File: src/rtl/riscv_ctrl_pkg.sv
// Shared opcode, state and control-field encodings for the multicycle controller.
// Latency: n/a (declarations only).
// Backpressure: n/a.
package riscv_ctrl_pkg;

  // RV32I major opcodes recognised by the controller
  localparam logic [6:0] OP_R    = 7'b0110011;
  localparam logic [6:0] OP_I    = 7'b0010011;
  localparam logic [6:0] OP_LW   = 7'b0000011;
  localparam logic [6:0] OP_SW   = 7'b0100011;
  localparam logic [6:0] OP_BR   = 7'b1100011;
  localparam logic [6:0] OP_JAL  = 7'b1101111;
  localparam logic [6:0] OP_JALR = 7'b1100111;
  localparam logic [6:0] OP_LUI  = 7'b0110111;

  typedef enum logic [2:0] {
    IDLE   = 3'd0,
    FETCH  = 3'd1,
    DECODE = 3'd2,
    EXEC   = 3'd3,
    MEM    = 3'd4,
    WB     = 3'd5,
    TRAP   = 3'd6
  } state_t;

  // ALU operation class handed to the ALU decoder
  localparam logic [1:0] ALUOP_ADD   = 2'b00;
  localparam logic [1:0] ALUOP_BR    = 2'b01;
  localparam logic [1:0] ALUOP_FUNCT = 2'b10;

  // Register-file write-back source select
  localparam logic [1:0] M2R_ALU = 2'b00;
  localparam logic [1:0] M2R_MEM = 2'b01;
  localparam logic [1:0] M2R_PC4 = 2'b10;

  // Reason the controller stopped
  localparam logic [1:0] CAUSE_NONE    = 2'b00;
  localparam logic [1:0] CAUSE_ILLEGAL = 2'b01;
  localparam logic [1:0] CAUSE_TIMEOUT = 2'b10;

  // Full datapath control word, one field per output port
  typedef struct packed {
    logic       pc_write;
    logic       ir_write;
    logic       alu_src;
    logic [1:0] mem_to_reg;
    logic       reg_write;
    logic       mem_read;
    logic       mem_write;
    logic [1:0] alu_op;
    logic       branch;
    logic       jump;
    logic       trap;
    logic [1:0] trap_cause;
  } ctl_t;

  // True for every opcode the controller knows how to sequence
  function automatic logic is_legal_op(input logic [6:0] op);
    logic legal;
    case (op)
      OP_R, OP_I, OP_LW, OP_SW, OP_BR, OP_JAL, OP_JALR, OP_LUI: legal = 1'b1;
      default:                                                   legal = 1'b0;
    endcase
    return legal;
  endfunction

endpackage

File: src/rtl/mem_wait_timer.sv
// Counts cycles spent waiting on memory; flags the last allowed wait cycle.
// Latency: count updates one cycle after en_i; timeout_o is combinational from the count.
// Backpressure: none; the FSM clears it whenever it is not waiting.
module mem_wait_timer #(
  parameter int MEM_TIMEOUT = 16
) (
  input  logic clk,
  input  logic rst_n,
  input  logic clr_i,
  input  logic en_i,
  output logic timeout_o
);

  localparam int W = $clog2(MEM_TIMEOUT + 1);
  localparam logic [W-1:0] LAST = W'(MEM_TIMEOUT - 1);

  logic [W-1:0] cnt_q;
  logic [W-1:0] cnt_d;

  // Clear wins; the count saturates at the last wait cycle
  always_comb begin
    cnt_d = cnt_q;
    if (clr_i) begin
      cnt_d = '0;
    end else if (en_i && (cnt_q != LAST)) begin
      cnt_d = cnt_q + W'(1);
    end
  end

  // Counter register
  always_ff @(posedge clk or negedge rst_n) begin
    if (!rst_n) begin
      cnt_q <= '0;
    end else begin
      cnt_q <= cnt_d;
    end
  end

  assign timeout_o = (cnt_q == LAST);

endmodule

File: src/rtl/multicycle_controller.sv
// Multicycle RV32I control FSM: FETCH/DECODE/EXEC/MEM/WB with sticky TRAP; optional RETIRE_CNT_EN retire counter.
// Latency: BR 3 cycles, R/I/LUI/SW/JAL/JALR 4, LW 5 with zero-wait memory; each memory wait adds one.
// Backpressure: stalls in FETCH/MEM until mem_ready, traps after MEM_TIMEOUT wait cycles.
module multicycle_controller
  import riscv_ctrl_pkg::*;
#(
  parameter int MEM_TIMEOUT = 16
`ifdef RETIRE_CNT_EN
  , parameter int CNT_W = 32
`endif
) (
  input  logic       clk,
  input  logic       reset,
  input  logic [6:0] Opcode,
  input  logic       mem_ready,
  output logic       PCWrite,
  output logic       IRWrite,
  output logic       ALUSrc,
  output logic [1:0] MemtoReg,
  output logic       RegWrite,
  output logic       MemRead,
  output logic       MemWrite,
  output logic [1:0] ALUOp,
  output logic       Branch,
  output logic       Jump,
  output logic       Trap,
  output logic [1:0] TrapCause
`ifdef RETIRE_CNT_EN
  , output logic [CNT_W-1:0] retire_count
`endif
);

  state_t     state_q, state_d;
  logic [6:0] op_q, op_d;
  logic [1:0] cause_q, cause_d;
  ctl_t       ctl;

  logic tmr_clr;
  logic tmr_en;
  logic tmr_timeout;

  // Wait counter shared by instruction fetch and data access
  mem_wait_timer #(
    .MEM_TIMEOUT(MEM_TIMEOUT)
  ) u_wait (
    .clk      (clk),
    .rst_n    (reset),
    .clr_i    (tmr_clr),
    .en_i     (tmr_en),
    .timeout_o(tmr_timeout)
  );

  // Next-state and control-word decode from (state, latched opcode)
  always_comb begin
    state_d = state_q;
    op_d    = op_q;
    cause_d = cause_q;
    tmr_clr = 1'b1;
    tmr_en  = 1'b0;
    ctl     = '0;

    unique case (state_q)
      IDLE: begin
        state_d = FETCH;
      end

      FETCH: begin
        ctl.mem_read = 1'b1;
        if (mem_ready) begin
          ctl.ir_write = 1'b1;
          ctl.pc_write = 1'b1;
          state_d      = DECODE;
        end else if (tmr_timeout) begin
          cause_d = CAUSE_TIMEOUT;
          state_d = TRAP;
        end else begin
          tmr_clr = 1'b0;
          tmr_en  = 1'b1;
        end
      end

      DECODE: begin
        // Only cycle in which the raw opcode is looked at
        op_d = Opcode;
        if (is_legal_op(Opcode)) begin
          state_d = EXEC;
        end else begin
          cause_d = CAUSE_ILLEGAL;
          state_d = TRAP;
        end
      end

      EXEC: begin
        case (op_q)
          OP_R: begin
            ctl.alu_op = ALUOP_FUNCT;
            state_d    = WB;
          end
          OP_I: begin
            ctl.alu_op  = ALUOP_FUNCT;
            ctl.alu_src = 1'b1;
            state_d     = WB;
          end
          OP_LW, OP_SW: begin
            ctl.alu_op  = ALUOP_ADD;
            ctl.alu_src = 1'b1;
            state_d     = MEM;
          end
          OP_LUI: begin
            ctl.alu_op  = ALUOP_ADD;
            ctl.alu_src = 1'b1;
            state_d     = WB;
          end
          OP_BR: begin
            // PC load is qualified by the ALU zero flag in the datapath
            ctl.alu_op = ALUOP_BR;
            ctl.branch = 1'b1;
            state_d    = FETCH;
          end
          OP_JAL, OP_JALR: begin
            ctl.alu_op  = ALUOP_ADD;
            ctl.alu_src = 1'b1;
            ctl.jump    = 1'b1;
            state_d     = WB;
          end
          default: begin
            // op_q is only ever loaded with a legal opcode; treat corruption as illegal
            cause_d = CAUSE_ILLEGAL;
            state_d = TRAP;
          end
        endcase
      end

      MEM: begin
        if (op_q == OP_SW) begin
          ctl.mem_write = 1'b1;
        end else begin
          ctl.mem_read = 1'b1;
        end
        if (mem_ready) begin
          state_d = (op_q == OP_SW) ? FETCH : WB;
        end else if (tmr_timeout) begin
          cause_d = CAUSE_TIMEOUT;
          state_d = TRAP;
        end else begin
          tmr_clr = 1'b0;
          tmr_en  = 1'b1;
        end
      end

      WB: begin
        ctl.reg_write = 1'b1;
        if (op_q == OP_LW) begin
          ctl.mem_to_reg = M2R_MEM;
        end else if ((op_q == OP_JAL) || (op_q == OP_JALR)) begin
          ctl.mem_to_reg = M2R_PC4;
        end else begin
          ctl.mem_to_reg = M2R_ALU;
        end
        state_d = FETCH;
      end

      TRAP: begin
        ctl.trap       = 1'b1;
        ctl.trap_cause = cause_q;
      end

      default: begin
        state_d = IDLE;
      end
    endcase
  end

  // State, latched opcode and fault cause; reset aborts any instruction at once
  always_ff @(posedge clk or negedge reset) begin
    if (!reset) begin
      state_q <= IDLE;
      op_q    <= '0;
      cause_q <= CAUSE_NONE;
    end else begin
      state_q <= state_d;
      op_q    <= op_d;
      cause_q <= cause_d;
    end
  end

  assign PCWrite   = ctl.pc_write;
  assign IRWrite   = ctl.ir_write;
  assign ALUSrc    = ctl.alu_src;
  assign MemtoReg  = ctl.mem_to_reg;
  assign RegWrite  = ctl.reg_write;
  assign MemRead   = ctl.mem_read;
  assign MemWrite  = ctl.mem_write;
  assign ALUOp     = ctl.alu_op;
  assign Branch    = ctl.branch;
  assign Jump      = ctl.jump;
  assign Trap      = ctl.trap;
  assign TrapCause = ctl.trap_cause;

`ifdef RETIRE_CNT_EN
  logic [CNT_W-1:0] retire_q;
  logic             retire_evt;

  // Last cycle of each instruction: branch resolve, store acknowledge, write-back
  assign retire_evt = ((state_q == EXEC) && (op_q == OP_BR)) ||
                      ((state_q == MEM) && (op_q == OP_SW) && mem_ready) ||
                      (state_q == WB);

  // Retired-instruction counter, wraps naturally, never moves in TRAP
  always_ff @(posedge clk or negedge reset) begin
    if (!reset) begin
      retire_q <= '0;
    end else if (retire_evt) begin
      retire_q <= retire_q + CNT_W'(1);
    end
  end

  assign retire_count = retire_q;
`endif

endmodule

File: config.mk
export PLATFORM = sky130hd
export DESIGN_NAME = multicycle_controller
export DESIGN_NICKNAME = d
export VERILOG_FILES = /design/src/rtl/riscv_ctrl_pkg.sv /design/src/rtl/mem_wait_timer.sv /design/src/rtl/multicycle_controller.sv
export SDC_FILE = /design/constraint.sdc
export NUM_CORES = 1
export LEC_CHECK = 0
export ABC_AREA = 1
export CAP_MARGIN = 20
export CORE_MARGIN = 4
export CORE_UTILIZATION = 49
export CTS_BUF_LIST = sky130_fd_sc_hd__clkbuf_16
export DETAILED_ROUTE_END_ITERATION = 12
export GPL_TIMING_DRIVEN = 0
export PLACE_DENSITY = 0.83
export SLEW_MARGIN = 20
export SYNTH_ARGS = -nofsm -noshare
export SYNTH_HDL_FRONTEND = slang
export SYNTH_HIERARCHICAL = 1
export SYNTH_SLANG_ARGS = --single-unit
File: constraint.sdc
create_clock -name clk -period 3.2 [get_ports clk]
set_input_delay 0.64 -clock clk [delete_from_list [all_inputs] [get_ports clk]]
set_output_delay 0.64 -clock clk [all_outputs]
set_load 0.1 [all_outputs]
==> impl_metrics.env, run 1 <==
export IMPL_routed_via_count=1195
export IMPL_cp_required_ns=2.56
export IMPL_cp_slowest_stage_delay_ns=1.15
export IMPL_ys_types=21
export IMPL_dieArea_um2=3200
export IMPL_grt_total_usage_pct=18.9
export IMPL_fin_cells=235
export IMPL_cts_sinks=17
export IMPL_rsz0062_at_grt="no"
export IMPL_first_pass_iters=4
export IMPL_ys_warn_count=6
export IMPL_numPlacedInstances=231
export IMPL_place_ws_ns=-0.0101
export IMPL_initial_core_util_pct=51.8
export IMPL_cp_slowest_cell="clkdlybuf4s50_1"
export IMPL_post_drt_wl_per_cell_um=11.7
export IMPL_path_cells="clkdlybuf4s50_1 > inv_1 > nor2_1 > clkdlybuf4s50_1"
export IMPL_grt_pass1_wl_mm=4.74
export IMPL_hold_buffers=0
export IMPL_antenna_found_initial=0
export IMPL_period_share_pct=97.4
export IMPL_cts_buffer_depth=2
export IMPL_drt_iter0_markers=50
export IMPL_synthCells=179
export IMPL_p_per_area_nw_per_um2=862
export IMPL_leakage_nw=0.842
export IMPL_postRouteAntennaNets=0
export IMPL_cts_tree="built"
export IMPL_path_clk_slew_ns=0.05
export IMPL_num_antenna_cells=0
export IMPL_skew_ns=0.00142
export IMPL_via_per_inst=5.09
export IMPL_grt_pass1_vias=1187
export IMPL_cts_made_buffers=3
export IMPL_path_max_fanout=3
export IMPL_cts_setup_buffers=0
export IMPL_gr_total_overflow=0
export IMPL_fin_nets=220
export IMPL_finalHoldViolCount=0
export IMPL_cp_arrival_ns=2.48
export IMPL_drc_errors=0
export IMPL_area_growth_pct=33.7
export IMPL_relSlewSlack_pct=34.2
export IMPL_fmax_ghz=0.321
export IMPL_hp_class="reg2reg"
export IMPL_htree_levels=1
export IMPL_core_um2=2230
export IMPL_syn_avg_cell_area_um2=6.46
export IMPL_run_status="complete, no violations"
export IMPL_min_period_ns=3.12
export IMPL_crit_path_end_kind="primary output"
export IMPL_drive_above_1_share_pct=16.9
export IMPL_cts_root_buf="clkbuf_16"
export IMPL_cp_top_family="buffers and inverters"
export IMPL_io_buffers=24
export IMPL_ys_ff_latch=17
export IMPL_syn_area_um2=1160
export IMPL_cap_violations=0
export IMPL_syn_nets=191
export IMPL_crit_buf_inv=3
export IMPL_mostFrequentLayoutCells="nand2_1 (47), inv_1 (32), nor2_1 (24), clkdlybuf4s50_1 (18), dfrtp_1 (17)"
export IMPL_path_common_cell="clkdlybuf4s50_1"
export IMPL_worst_ir_drop_vdd_uv=701
export IMPL_seq_area_frac_synth_pct=36.8
export IMPL_die_h_um=56.6
export IMPL_gp_congestion=0.825
export IMPL_cp_start_kind="input pin"
export IMPL_slew_viol_final=0
export IMPL_dp_hpwl_mm=2.17
export IMPL_final_common_cell="nand2_1"
export IMPL_drt_wl_total_mm=2.75
export IMPL_fin_ws_ns=0.0834
export IMPL_io_pins=25
export IMPL_num_rows=17
export IMPL_grt_max_degree=18
export IMPL_setup_violations=0
export IMPL_clk_latency_ns=0.25
export IMPL_worst_pin_slew_ns=0.986
export IMPL_die_w_um=56.6
export IMPL_critPathKind="in2out"
worst register-to-register path: cells and delay by family, from the launching register on:
| kind | cells | cell delay, ns |
|---|---|---|
| DFF | 1 | 0.39 |
| adders and majority gates | 2 | 0.43 |
| and+or+nand+nor | 9 | 0.91 |
| buffers and inverters | 1 | 0.07 |
cell families after synthesis:
logic type / count (synthesis) / share of synthesized area, %
AO/OA/AOI/OAI: 19 / 9.09
adder cells (fa/ha/maj): 2 / 2.16
buffers and inverters: 42 / 14.4
flip-flops: 17 / 36.8
AND/OR/NAND/NOR: 99 / 37.6
synth_stat cells:
cell type,count,area (um2)
dfrtp_1,17,425
o21bai_1,2,15.0
nand2_2,7,43.8
nand4_1,2,12.5
nor2_2,5,31.3
inv_2,7,26.3
a21oi_1,3,15.0
nand2_1,47,176
nand3_2,3,30.0
nor3_1,1,5.00
o21ai_1,2,10.0
ha_1,2,25.0
nand3_1,4,20.0
nor4_1,1,6.26
buf_2,1,5.00
inv_1,32,120
nor2_1,29,109
a22oi_1,1,7.51
o211ai_1,1,7.51
buf_4,2,15.0
o21ai_0,10,50.1
registers in the layout (all words and copies together), names as in the netlist:
name / flops
op_q: 7
u_wait/cnt_q: 5
state_q: 3
cause_q: 2
worst paths after layout:
kind | slack [ns] | end | from | cells after the start
max in group asynchronous | 1.86 | cause_q[1] | reset | 1
min in group asynchronous | 0.85 | u_wait/cnt_q[2] | reset | 1
min | 0.50 | op_q[0] | op_q[0] | 2
max reg2reg | 1.29 | u_wait/cnt_q[3] | u_wait/cnt_q[0] | 12
min reg2reg | 0.50 | op_q[0] | op_q[0] | 2
max | 0.08 | IRWrite | mem_ready | 4
layout make-up:
type | instances | area [um2]
plain buffers | 3 | 20.0
fillers | 188 | 688
inverters | 39 | 146
well taps | 28 | 35.0
multi-input cells | 120 | 592
flip-flops and latches | 17 | 425
repair buffers | 24 | 244
clock buffers | 3 | 75.1
clock inverters | 1 | 7.51
stage by stage:
stage	utilization (%)	hold WS [ns]	area [um2]	total power, mW	TNS [ns]
2_1_floorplan	-	0.344	1180	0.912	-0.0471
3_3_place_gp	65.3	0.482	1460	1.05	-0.00318
3_5_place_dp	65.3	0.485	1460	1.07	-0.0101
4_1_cts	68.9	0.498	1540	1.33	0
5_1_grt	69.2	0.534	1550	1.42	0
6_report	69.2	0.503	1550	1.33	0
report_power, final:
part / total [mW] / switching, mW / internal, mW
Sequential: 0.368 / 0.0759 / 0.292
Combinational: 0.711 / 0.518 / 0.193
Clock: 0.253 / 0.0844 / 0.169
layer usage:
metal  routed length, um  up-vias  track usage, %
li1                    -      600               -
met1                1150      551            21.2
met2                1370       39            32.5
met3                 183        5            5.06
met4                  44        0            9.49
met5                   0        -               0
repair_timing:
item,in CTS,in global routing
gates resized for setup,3,3
gates cloned,0,0
setup endpoints to repair,3,3
No activity file was read; power rests on OpenSTA's default activity.
==> run 2, diff against run 1 <==
CORE_MARGIN = 5   (was 4)
HOLD_SLACK_MARGIN = 0.05   (was default)
==> run 2 against run 1 <==
Global-route usage decreased by 0.48 points. Non-clock buffer count unchanged. Core utilization decreased by 0.056 points. Largest power group unchanged. Via count decreased by 1.2%. Critical path type is now reg2out.
==> impl_metrics.env, run 2 (synthesis gave the netlist of run 1 again) <==
export IMPL_cts_tree="built"
export IMPL_cts_made_buffers=3
export IMPL_mostFrequentLayoutCells="nand2_1 (47), inv_1 (33), nor2_1 (24), dfrtp_1 (17), clkdlybuf4s50_1 (17)"
export IMPL_fin_nets=220
export IMPL_htree_levels=1
export IMPL_cp_arrival_ns=2.48
export IMPL_period_share_pct=97.4
export IMPL_grt_pass1_wl_mm=4.80
export IMPL_skew_ns=0.00124
export IMPL_cp_start_kind="flip-flop"
export IMPL_cp_slowest_stage_delay_ns=1.14
export IMPL_grt_pass1_vias=1196
export IMPL_path_cells="inv_1 > nand4_1 > nor2_2 > nand2_1 > nor2_1 > clkdlybuf4s50_1"
export IMPL_area_growth_pct=33.5
export IMPL_routed_via_count=1181
export IMPL_cts_sinks=17
export IMPL_cap_violations=0
export IMPL_drc_errors=0
export IMPL_die_w_um=58.6
export IMPL_io_buffers=24
export IMPL_path_clk_slew_ns=0.05
export IMPL_post_drt_wl_per_cell_um=12.0
export IMPL_largest_reg_flops=7
export IMPL_via_per_inst=5.03
export IMPL_postRouteAntennaNets=0
export IMPL_cts_root_buf="clkbuf_16"
export IMPL_gp_congestion=0.835
export IMPL_grt_max_degree=18
export IMPL_largest_registers="op_q: 7 flops, u_wait/cnt_q: 5 flops, state_q: 3 flops"
export IMPL_place_ws_ns=-0.0160
export IMPL_regMostFlops="op_q"
export IMPL_run_status="complete, no violations"
export IMPL_num_antenna_cells=0
export IMPL_initial_core_util_pct=51.8
export IMPL_leakage_nw=0.865
export IMPL_crit_path_end_kind="primary output"
export IMPL_first_pass_iters=4
export IMPL_drt_iter0_markers=22
export IMPL_drt_wl_total_mm=2.82
export IMPL_worst_pin_slew_ns=0.976
export IMPL_worst_ir_drop_vdd_uv=749
export IMPL_die_h_um=58.6
export IMPL_fmax_ghz=0.321
export IMPL_p_per_area_nw_per_um2=864
export IMPL_power_mw=1.33
export IMPL_cts_setup_buffers=0
export IMPL_io_pins=25
export IMPL_numPlacedInstances=231
export IMPL_relSlewSlack_pct=34.8
export IMPL_num_rows=17
export IMPL_dp_hpwl_mm=2.17
export IMPL_path_max_fanout=5
export IMPL_slew_viol_final=0
export IMPL_grt_total_usage_pct=18.4
export IMPL_fin_cells=235
export IMPL_hp_class="reg2reg"
export IMPL_dieArea_um2=3430
export IMPL_final_common_cell="nand2_1"
export IMPL_cp_slowest_cell="clkdlybuf4s50_1"
export IMPL_core_um2=2230
export IMPL_drive_above_1_share_pct=16.4
export IMPL_hold_buffers=0
export IMPL_antenna_found_initial=0
export IMPL_critPathKind="reg2out"
export IMPL_clk_latency_ns=0.25
export IMPL_cp_required_ns=2.56
export IMPL_fin_ws_ns=0.0839
export IMPL_setup_violations=0
export IMPL_min_period_ns=3.12
export IMPL_finalHoldViolCount=0
export IMPL_cts_buffer_depth=2
export IMPL_rsz0062_at_grt="no"
export IMPL_gr_total_overflow=0
==> run 2: changes by cell type in the layout (fill, tap and decap cells not counted) <==
cell             before  now
clkdlybuf4s50_1      18   17
clkinvlp_4            1    0
inv_1                32   33
dlymetal6s2s_1        3    4
==> run 2: path summary, 6_finish.rpt <==
path,startpoint,to,slack (ns),depth (start not counted)
setup / recovery,op_q[3],MemWrite,0.08,6
hold / removal,op_q[1],op_q[1],0.52,2
setup reg to reg,u_wait/cnt_q[0],u_wait/cnt_q[3],1.26,12
hold reg to reg,op_q[1],op_q[1],0.52,2
max in group asynchronous,reset,state_q[2],1.84,1
min in group asynchronous,reset,u_wait/cnt_q[2],0.86,1
==> run 2: per-stage QoR <==
step / hold WS (ns) / utilization, % / setup TNS, ns / cell area, um2
floorplan: 0.344 / - / -0.0471 / 1180
global placement: 0.484 / 65.3 / -0.00710 / 1460
detailed placement: 0.485 / 65.3 / -0.0160 / 1460
CTS: 0.514 / 68.7 / 0 / 1530
global route: 0.534 / 69.1 / 0 / 1540
finish: 0.522 / 69.1 / 0 / 1540
==> run 2: where the power goes <==
group | switching (mW) | internal (mW)
Sequential | 0.0799 | 0.292
Combinational | 0.519 | 0.193
Clock | 0.0835 | 0.166
Total | 0.683 | 0.651
==> run 2: layout make-up <==
class | count | area [um2]
Buffer | 3 | 20.0
Multi-Input combinational cell | 120 | 592
Timing Repair Buffer | 24 | 246
Sequential cell | 17 | 425
Tap cell | 28 | 35.0
Inverter | 39 | 146
Clock buffer | 3 | 75.1
Clock inverter | 1 | 3.75
Fill cell | 197 | 689
==> run 2: worst max-delay path: cells and delay by family, from the launching register on <==
kind | cells | cell delay, ns
buffers and inverters | 2 | 1.22
DFF | 1 | 0.39
and+or+nand+nor | 4 | 0.62
==> run 2: timing repair <==
action,in CTS,in global routing
cloned,0,0
setup endpoints to repair,3,4
gates resized for setup,3,4
==> run 2: metal layers <==
layer | vias to the layer above | global-route usage (%) | wire length (um)
met4 | 0 | 10.7 | 65
met5 | - | 0 | 0
li1 | 596 | - | -
met1 | 527 | 19.3 | 1180
met3 | 10 | 5.04 | 207
met2 | 48 | 32.7 | 1370
